--- config.mk ---
export PLATFORM = sky130hd
export DESIGN_NAME = matrix_mac_engine_flat
export DESIGN_NICKNAME = d
export VERILOG_FILES = /design/src/rtl/matrix_mac_if.sv /design/src/rtl/matrix_mac_engine.sv /design/src/flat_wrapper.sv
export SDC_FILE = /design/constraint.sdc
export NUM_CORES = 2
export LEC_CHECK = 0
export ABC_AREA = 1
export CAP_MARGIN = 20
export CELL_PAD_IN_SITES_DETAIL_PLACEMENT = 1
export CELL_PAD_IN_SITES_GLOBAL_PLACEMENT = 1
export CORE_ASPECT_RATIO = 0.7
export CORE_MARGIN = 2
export CORE_UTILIZATION = 46
export DETAILED_ROUTE_END_ITERATION = 6
export HOLD_SLACK_MARGIN = 0.1
export MAX_ROUTING_LAYER = met4
export PLACE_DENSITY_LB_ADDON = 0.12
export SYNTH_ARGS = -nofsm -noshare
export SYNTH_HDL_FRONTEND = slang
export SYNTH_SLANG_ARGS = --single-unit
--- constraint.sdc ---
create_clock -name clk -period 28.3 [get_ports clk]
set_input_delay 2.83 -clock clk [delete_from_list [all_inputs] [get_ports clk]]
set_output_delay 2.83 -clock clk [all_outputs]
set_load 0.05 [all_outputs]
--- src/rtl/matrix_mac_if.sv ---
// Operand/result bus of matrix_mac_engine: flattened row-major matrices with stb/ack handshakes.
// master = operand loader and result sink side, slave = engine side.
interface matrix_mac_if #(
  parameter int M          = 4,
  parameter int P          = 4,
  parameter int N          = 4,
  parameter int word_width = 16
);
  logic [M*P*word_width-1:0] matrix_A;
  logic [P*N*word_width-1:0] matrix_B;
  logic                      a_stb;
  logic                      b_stb;
  logic                      signed_mode;
  logic                      c_ack;
  logic                      a_ack;
  logic                      b_ack;
  logic [M*N*word_width-1:0] matrix_C;
  logic                      c_stb;
  logic                      busy;

  modport master (
    output matrix_A, matrix_B, a_stb, b_stb, signed_mode, c_ack,
    input  a_ack, b_ack, matrix_C, c_stb, busy
  );

  modport slave (
    input  matrix_A, matrix_B, a_stb, b_stb, signed_mode, c_ack,
    output a_ack, b_ack, matrix_C, c_stb, busy
  );
endinterface

--- src/rtl/matrix_mac_engine.sv ---
// Sequential C(MxN) = A(MxP) * B(PxN): M MAC lanes, one C column every P cycles.
// Optional define MME_SAT_EN: clamp each written C element to the output range instead of wrapping.
module matrix_mac_engine #(
  parameter int M          = 4,
  parameter int P          = 4,
  parameter int N          = 4,
  parameter int word_width = 16
) (
  input  logic        clk,
  input  logic        rst,
  matrix_mac_if.slave bus
);
  localparam int ACC_W  = 2*word_width + $clog2(P);
  localparam int PROD_W = 2*word_width + 2;
  localparam int KW     = (P > 1) ? $clog2(P) : 1;
  localparam int JW     = (N > 1) ? $clog2(N) : 1;

  typedef enum logic [1:0] {IDLE, CALC, DONE} state_t;

  state_t                    state, state_nxt;
  logic                      accept;
  logic                      last_k, last_j;

  logic [M*P*word_width-1:0] a_lat;
  logic [P*N*word_width-1:0] b_lat;
  logic                      mode_lat;

  logic signed [ACC_W-1:0]   sum_p0 [M];
  logic signed [ACC_W-1:0]   acc_p1 [M];
  logic [KW-1:0]             k_p1;
  logic [JW-1:0]             j_p1;
  logic [M*N*word_width-1:0] c_p1;
  logic                      ack_p1;

  // Operands get one extra bit so a single signed multiplier serves both modes.
  function automatic logic signed [ACC_W-1:0] mac_prod(
    input logic [word_width-1:0] a,
    input logic [word_width-1:0] b,
    input logic                  sgn
  );
    logic signed [word_width:0] ae, be;
    logic signed [PROD_W-1:0]   pr;
    ae = sgn ? {a[word_width-1], a} : {1'b0, a};
    be = sgn ? {b[word_width-1], b} : {1'b0, b};
    pr = ae * be;
    return ACC_W'(pr);
  endfunction

`ifdef MME_SAT_EN
  localparam logic signed [ACC_W:0] S_MAX = {{(ACC_W-word_width+2){1'b0}}, {(word_width-1){1'b1}}};
  localparam logic signed [ACC_W:0] S_MIN = {{(ACC_W-word_width+2){1'b1}}, {(word_width-1){1'b0}}};
  localparam logic signed [ACC_W:0] U_MAX = {{(ACC_W-word_width+1){1'b0}}, {word_width{1'b1}}};

  // Unsigned sums are never negative, so only the upper bound applies there.
  function automatic logic [word_width-1:0] sat_word(
    input logic signed [ACC_W-1:0] v,
    input logic                    sgn
  );
    logic signed [ACC_W:0] sv;
    sv = sgn ? {v[ACC_W-1], v} : {1'b0, v};
    if (sgn) begin
      if (sv > S_MAX)      return S_MAX[word_width-1:0];
      else if (sv < S_MIN) return S_MIN[word_width-1:0];
      else                 return v[word_width-1:0];
    end else begin
      if (sv > U_MAX)      return U_MAX[word_width-1:0];
      else                 return v[word_width-1:0];
    end
  endfunction
`endif

  assign last_k = (k_p1 == KW'(P-1));
  assign last_j = (j_p1 == JW'(N-1));

  always_ff @(posedge clk or posedge rst) begin
    if (rst) state <= IDLE;
    else     state <= state_nxt;
  end

  always_comb begin
    state_nxt = state;
    accept    = 1'b0;
    case (state)
      IDLE: if (bus.a_stb && bus.b_stb) begin
        accept    = 1'b1;
        state_nxt = CALC;
      end
      CALC: if (last_k && last_j) state_nxt = DONE;
      DONE: if (bus.c_ack) state_nxt = IDLE;
      default: state_nxt = IDLE;
    endcase
  end

  // Operand latch: captured only on accept, so later input changes cannot disturb a run.
  always_ff @(posedge clk) begin
    if (accept) begin
      a_lat    <= bus.matrix_A;
      b_lat    <= bus.matrix_B;
      mode_lat <= bus.signed_mode;
    end
  end

  // Stage p0: every lane adds A[i][k]*B[k][j] to its running sum.
  always_comb begin
    for (int i = 0; i < M; i++) begin
      sum_p0[i] = acc_p1[i] + mac_prod(
        a_lat[(i*P + int'(k_p1))*word_width +: word_width],
        b_lat[(int'(k_p1)*N + int'(j_p1))*word_width +: word_width],
        mode_lat);
    end
  end

  // Stage p1: accumulate, or write the finished column and restart the sums.
  always_ff @(posedge clk or posedge rst) begin
    if (rst) begin
      k_p1   <= '0;
      j_p1   <= '0;
      c_p1   <= '0;
      ack_p1 <= 1'b0;
      for (int i = 0; i < M; i++) acc_p1[i] <= '0;
    end else begin
      ack_p1 <= accept;
      if (accept) begin
        k_p1 <= '0;
        j_p1 <= '0;
        for (int i = 0; i < M; i++) acc_p1[i] <= '0;
      end else if (state == CALC) begin
        if (last_k) begin
          k_p1 <= '0;
          j_p1 <= last_j ? '0 : j_p1 + 1'b1;
          for (int i = 0; i < M; i++) begin
            acc_p1[i] <= '0;
`ifdef MME_SAT_EN
            c_p1[(i*N + int'(j_p1))*word_width +: word_width] <= sat_word(sum_p0[i], mode_lat);
`else
            c_p1[(i*N + int'(j_p1))*word_width +: word_width] <= sum_p0[i][word_width-1:0];
`endif
          end
        end else begin
          k_p1 <= k_p1 + 1'b1;
          for (int i = 0; i < M; i++) acc_p1[i] <= sum_p0[i];
        end
      end
    end
  end

  assign bus.a_ack    = ack_p1;
  assign bus.b_ack    = ack_p1;
  assign bus.matrix_C = c_p1;
  assign bus.c_stb    = (state == DONE);
  assign bus.busy     = (state != IDLE);

endmodule

--- src/flat_wrapper.sv ---
// flat-port wrapper written by rule: the top's interface ports become plain ports
module matrix_mac_engine_flat 
#(
  parameter int M          = 4,
  parameter int P          = 4,
  parameter int N          = 4,
  parameter int word_width = 16
)
  (clk, rst, bus_matrix_A, bus_matrix_B, bus_a_stb, bus_b_stb, bus_signed_mode, bus_c_ack, bus_a_ack, bus_b_ack, bus_matrix_C, bus_c_stb, bus_busy);
  matrix_mac_if #(.M(M), .P(P), .N(N), .word_width(word_width)) bus_i ();
  input  logic clk;
  input  logic rst;
  input wire logic [$bits(bus_i.matrix_A)-1:0] bus_matrix_A;
  input wire logic [$bits(bus_i.matrix_B)-1:0] bus_matrix_B;
  input wire logic [$bits(bus_i.a_stb)-1:0] bus_a_stb;
  input wire logic [$bits(bus_i.b_stb)-1:0] bus_b_stb;
  input wire logic [$bits(bus_i.signed_mode)-1:0] bus_signed_mode;
  input wire logic [$bits(bus_i.c_ack)-1:0] bus_c_ack;
  output wire logic [$bits(bus_i.a_ack)-1:0] bus_a_ack;
  output wire logic [$bits(bus_i.b_ack)-1:0] bus_b_ack;
  output wire logic [$bits(bus_i.matrix_C)-1:0] bus_matrix_C;
  output wire logic [$bits(bus_i.c_stb)-1:0] bus_c_stb;
  output wire logic [$bits(bus_i.busy)-1:0] bus_busy;
  assign bus_i.matrix_A = bus_matrix_A;
  assign bus_i.matrix_B = bus_matrix_B;
  assign bus_i.a_stb = bus_a_stb;
  assign bus_i.b_stb = bus_b_stb;
  assign bus_i.signed_mode = bus_signed_mode;
  assign bus_i.c_ack = bus_c_ack;
  assign bus_a_ack = bus_i.a_ack;
  assign bus_b_ack = bus_i.b_ack;
  assign bus_matrix_C = bus_i.matrix_C;
  assign bus_c_stb = bus_i.c_stb;
  assign bus_busy = bus_i.busy;
  matrix_mac_engine #(.M(M), .P(P), .N(N), .word_width(word_width)) u_core (.clk(clk), .rst(rst), .bus(bus_i));
endmodule
Word level (Yosys, flattened, before mapping)
Index checks and enable logic that the tools add are counted.
{"block": "op_classes", "addsub": 17, "eq_ne": 7, "mul": 4, "n_bitwise": 1, "muxes": 25, "n_shift": 13, "n_reduce_logical": 9}
{"operator": "bitwise mux 256 bit", "n": 4}
{"operator": "variable shift 16 x 33 -> 256 bit, first input constant", "n": 4}
{"operator": "variable part select 16 x 33 -> 256 bit", "n": 4}
{"operator": "variable part select 256 x 32 -> 16 bit", "n": 4}
{"operator": "2-to-1 mux 136 bit", "n": 3}
{"operator": "variable part select 256 x 7 -> 16 bit", "n": 1}
{"operator": "adder 34 bit", "n": 4}
{"operator": "multiplier 17 x 17 -> 34 bit", "n": 4}
{"operator": "negation 32 -> 33 bit", "n": 3}
{"operator": "2-to-1 mux 17 bit", "n": 5}
{"operator": "negation 6 -> 33 bit", "n": 1}
{"operator": "adder 4 x 2 -> 5 bit, first input constant", "n": 4}
{"operator": "2-to-1 mux 2 bit", "n": 10}
{"operator": "adder 3 x 2 -> 4 bit, first input constant", "n": 2}
{"operator": "equality test 2 bit, second input constant", "n": 3}
{"operator": "case mux 2 bit (3 select lines)", "n": 1}
{"operator": "AND reduction 3 bit", "n": 2}
{"operator": "nonzero test 2 bit", "n": 3}
{"operator": "adder 4 x 2 -> 5 bit", "n": 1}
{"operator": "adder 2 x 1 -> 2 bit, second input constant", "n": 2}
{"operator": "!= test 2 x 1 -> 1 bit, second input constant", "n": 2}
{"operator": "equality test 2 x 1 -> 1 bit, second input constant", "n": 1}
{"operator": "logical AND 1 bit", "n": 2}
{"operator": "logical NOT 2 bit", "n": 1}
{"operator": "other kinds (4)", "n": 5}
{"block": "totals", "reg_bits": 912}

Logic depth before layout (Yosys ltp)
{"block": "depth", "depth_word": 10, "depth_mapped": 43, "mapped_depth_nobuf": 39}

Least setup slack after synthesis
OpenSTA, ideal clock, no wires.
{"block": "synth_timing", "kind": "input port to flip-flop", "from": "input bus_a_stb", "to": "register u_core.ack_p1, in the netlist u_core.bus.a_ack", "slack_ps": 14080, "cell_stages": 3, "t_arrival_ps": 13033, "path_cell_list": "nand4_1 -> clkbuf_1 -> inv_1"}
{"block": "synth_via", "elab_chain_len": 3}
{"item": "from (decl)", "line_no": "flat_wrapper.sv:15", "text": "input wire logic [$bits(bus_i.a_stb)-1:0] bus_a_stb;"}
{"item": "logical AND 1 bit", "line_no": "matrix_mac_engine.sv:84", "text": "IDLE: if (bus.a_stb && bus.b_stb) begin"}
{"item": "2-to-1 mux 1 bit", "line_no": "matrix_mac_engine.sv:84"}
{"item": "2-to-1 mux 1 bit", "line_no": "matrix_mac_engine.sv:83", "text": "case (state)"}
{"item": "net u_core.accept", "line_no": "matrix_mac_engine.sv:21", "text": "logic accept;"}
{"item": "to (signal assigned)", "line_no": "matrix_mac_engine.sv:122", "text": "ack_p1 <= accept;"}
{"item": "to (decl)", "line_no": "matrix_mac_engine.sv:33", "text": "logic ack_p1;"}
The timed path passes the listed nets, and every way through them passes these cells.
A chain may end at the register's enable or synchronous reset.

Worst setup path in the final report
{"block": "layout_timing", "from": "register u_core.j_p1[0]", "to": "register u_core.c_p1[47], in the netlist u_core.bus.matrix_C[47]"}
{"block": "layout_via", "elab_chain_len": 10, "word_cells_on_any_way": 30}
{"item": "from (decl)", "line_no": "matrix_mac_engine.sv:31", "text": "logic [JW-1:0] j_p1;"}
{"item": "from (signal assigned)", "line_no": "matrix_mac_engine.sv:130", "text": "j_p1 <= last_j ? '0 : j_p1 + 1'b1;"}
{"item": "adder 4 x 2 -> 5 bit", "line_no": "matrix_mac_engine.sv:108", "text": "b_lat[(int'(k_p1)*N + int'(j_p1))*word_width +: word_width],"}
{"item": "variable part select 256 x 32 -> 16 bit", "line_no": "matrix_mac_engine.sv:108"}
{"item": "2-to-1 mux 17 bit", "line_no": "matrix_mac_engine.sv:44", "text": "be = sgn ? {b[word_width-1], b} : {1'b0, b};"}
{"item": "multiplier 17 x 17 -> 34 bit", "line_no": "matrix_mac_engine.sv:45", "text": "pr = ae * be;"}
{"item": "adder 34 bit", "line_no": "matrix_mac_engine.sv:106", "text": "sum_p0[i] = acc_p1[i] + mac_prod("}
{"item": "variable part select 16 x 33 -> 256 bit", "line_no": "matrix_mac_engine.sv:136", "text": "c_p1[(i*N + int'(j_p1))*word_width +: word_width] <= sum_p0[i][word_width-1:0];"}
{"item": "bitwise mux 256 bit (3 in series)", "line_no": "matrix_mac_engine.sv:136"}
{"item": "bitwise mux 256 bit (*)", "line_no": "matrix_mac_engine.sv:136"}
{"item": "to (signal, indexed assignment)", "line_no": "matrix_mac_engine.sv:136"}
{"item": "to (decl)", "line_no": "matrix_mac_engine.sv:32", "text": "logic [M*N*word_width-1:0] c_p1;"}
Mark *: on every way between the ends. The rest lies on a longest branch, timed or not.

==> impl_metrics.env <==
export IMPL_viasPerCell=5.56
export IMPL_grt_pass1_vias=45510
export IMPL_status="finished, final reports clean"
export IMPL_worstRegToRegCells=39
export IMPL_clkSinkCount=839
export IMPL_num_io_pins=778
export IMPL_grt_pass1_wl_um=294000
export IMPL_synth_seq_area_share=0.452
export IMPL_grt_util_all_layers=0.354
export IMPL_rsz0062_at_grt="false"
export IMPL_fin_skew_ns=0.0766
export IMPL_die_height_um=286
export IMPL_ant_nets=0
export IMPL_syn_to_final_growth_pct=22.8
export IMPL_htree_levels=3
export IMPL_min_period_over_period=0.341
export IMPL_drtIter0Drc=4250
export IMPL_fin_setup_tns_ns=0
export IMPL_synth_xor_area_frac=0.0136
export IMPL_mostFrequentLayoutCell="nand2_1"
export IMPL_postSynthCellCount=5341
export IMPL_die_x_um=406
export IMPL_cpPeakStageDelay_ns=0.66
export IMPL_antenna_found_initial=61
export IMPL_grt_overflow=0
export IMPL_ctsResizeCount=0
export IMPL_place_hpwl_um=152000
export IMPL_start_util=0.463
export IMPL_path_class="flip-flop to flip-flop"
export IMPL_yosysTopAreaCellShare=0.295
export IMPL_synth_cell_types=54
export IMPL_crit_path_max_fanout=70
export IMPL_maxSlewViolCount=0
export IMPL_yosys_top_cells_area="edfxtp_1, dfrtp_1, fa_1"
export IMPL_clockBufferDepth=3
export IMPL_core_um2=113000
export IMPL_drive_above_1_share=0.0501
export IMPL_required_ns=28.89
export IMPL_synth_simple_area_share=0.157
export IMPL_wire_per_inst_um=26.1
export IMPL_synth_nets=6496
export IMPL_endpoint_kind="flip-flop"
export IMPL_post_route_min_period_ns=9.64
export IMPL_crit_top_cell="nand2_1"
export IMPL_hold_path_depth=2
export IMPL_final_cell_area_um2=64000
export IMPL_arrival_ns=10.23
export IMPL_postCtsSetupBuffers=0
export IMPL_place_inst=7470
export IMPL_synth_compound_area_frac=0.0855
export IMPL_ys_ff_latch=839
export IMPL_grt_max_degree=129
export IMPL_max_freq_mhz=104
export IMPL_hold_viol_final=0
export IMPL_cts_made_buffers=89
export IMPL_fin_ws_ns=18.66
export IMPL_die_area_um2=116000
export IMPL_cts_hold_buf=0
export IMPL_path_clk_slew_ns=0.07
export IMPL_routed_wl_um=201000
export IMPL_drc=0
export IMPL_cts_root_buffer="clkbuf_16"
export IMPL_preCtsSetupSlack_ns=18.93
export IMPL_post_dp_cell_area_um2=61100
export IMPL_synth_fa_ha_area_frac=0.207
export IMPL_cap_violations=0
export IMPL_finalNonFillerCells=7699
export IMPL_placementRows=103
export IMPL_syn_cell_area_um2=52100
export IMPL_postSynthAreaPerCell_um2=9.76
export IMPL_portBuffers=776
export IMPL_cts_tree="built"
export IMPL_gp_congestion=0.945
export IMPL_clk_latency_ns=0.72
export IMPL_first_pass_iters=6
export IMPL_synthMuxAreaShare=0
export IMPL_yosysWarnings=0
export IMPL_critPathLaunchType="flip-flop"
export IMPL_tightest_slew_ns=1.21
export IMPL_hp_class="flip-flop to flip-flop"
export IMPL_layout_common_cells="nand2_1, inv_1, clkdlybuf4s50_1, nor2_1, edfxtp_1"
export IMPL_synth_top_family_by_area="adder cells"
export IMPL_setup_viol=0
export IMPL_relSlewSlack=0.193
export IMPL_synth_top_cell_by_area="edfxtp_1"
export IMPL_cp_slowest_cell="dfrtp_4"
export IMPL_final_nets=7195
export IMPL_vias=42843
stage by stage:
step	util	hold WS [ns]
floorplan	-	0.468
global placement	0.542	0.465
detailed placement	0.542	0.468
CTS	0.567	0.483
global route	0.569	0.499
finish	0.569	0.480
final timing paths:
path | from | end | slack [ns]
max | u_core.j_p1[0]$_DFFE_PP0P_ | u_core.bus.matrix_C[47]$_DFFE_PP0P_ | 18.66
min | u_core.bus.matrix_C[170]$_DFFE_PP0P_ | u_core.bus.matrix_C[170]$_DFFE_PP0P_ | 0.48
max reg2reg | u_core.j_p1[0]$_DFFE_PP0P_ | u_core.bus.matrix_C[47]$_DFFE_PP0P_ | 18.66
min reg2reg | u_core.bus.matrix_C[170]$_DFFE_PP0P_ | u_core.bus.matrix_C[170]$_DFFE_PP0P_ | 0.48
max in group asynchronous | rst | u_core.bus.matrix_C[118]$_DFFE_PP0P_ | 23.06
min in group asynchronous | rst | u_core.bus.matrix_C[215]$_DFFE_PP0P_ | 2.73
layout make-up:
cell class              instances  area (um^2)
repair buffers                857         8390
inverters                     815         3090
fillers                     12598        48600
flip-flops and latches        839        23600
diodes                         66          165
well taps                    1522         1900
clock inverters                41          369
clock buffers                 121         2430
multi-input cells            3438        24100
flip-flops by register name (all words and copies together), names as in the netlist:
name	cells
u_core.a_lat	256
u_core.k_p1	2
u_core.bus.matrix_C	256
u_core.bus.a_ack	1
u_core.state	2
u_core.j_p1	2
u_core.acc_p1	64
u_core.b_lat	256
kinds of logic (layout without fill, tap and decap cells):
family / Yosys count / count (layout)
DFF: 839 / 839
adders and majority gates: 637 / 637
buffers and inverters: 1064 / 1834
AOI/OAI and AO/OA: 722 / 722
and+or+nand+nor: 2000 / 2000
other: 0 / 66
xor gates and xnor gates: 79 / 79
synthesized netlist by cell type (all sizes together):
library cell / number
a21o: 4
o32ai: 1
dfrtp: 327
a32oi: 41
or2: 27
xnor2: 29
nand3b: 19
buf: 128
o221ai: 20
xor2: 50
a21boi: 1
inv: 808
clkbuf: 121
o22ai: 37
nand2: 1107
o311ai: 6
nand4: 19
ha: 261
a31oi: 4
nor3: 14
fa: 376
a21oi: 110
o22a: 2
a2bb2oi: 10
nor2: 525
clkinv: 7
o211ai: 42
and2: 6
edfxtp: 512
o31ai: 6
o21bai: 2
a22o: 19
a22oi: 15
nor4: 1
o21ai: 384
a32o: 12
nand3: 282
o21a: 6
critical path: cells and delay by family (launching register included):
kind                     cells  cell delay [ns]
buffers and inverters       11             2.52
AO/OA/AOI/OAI                2             0.38
adder cells (fa/ha/maj)      7             3.22
flip-flops                   1             0.66
AND/OR/NAND/NOR             19             2.52
metal layers:
layer / up-vias / wire (um) / global-route usage
li1: 18733 / - / -
met1: 22116 / 80600 / 0.456
met2: 1669 / 97000 / 0.557
met3: 325 / 16500 / 0.0768
met4: 0 / 6520 / 0.120
met5: - / 0 / -
Power is not shown: default switching activity piles up to over one toggle a cycle in this logic, so the estimate is an artifact.
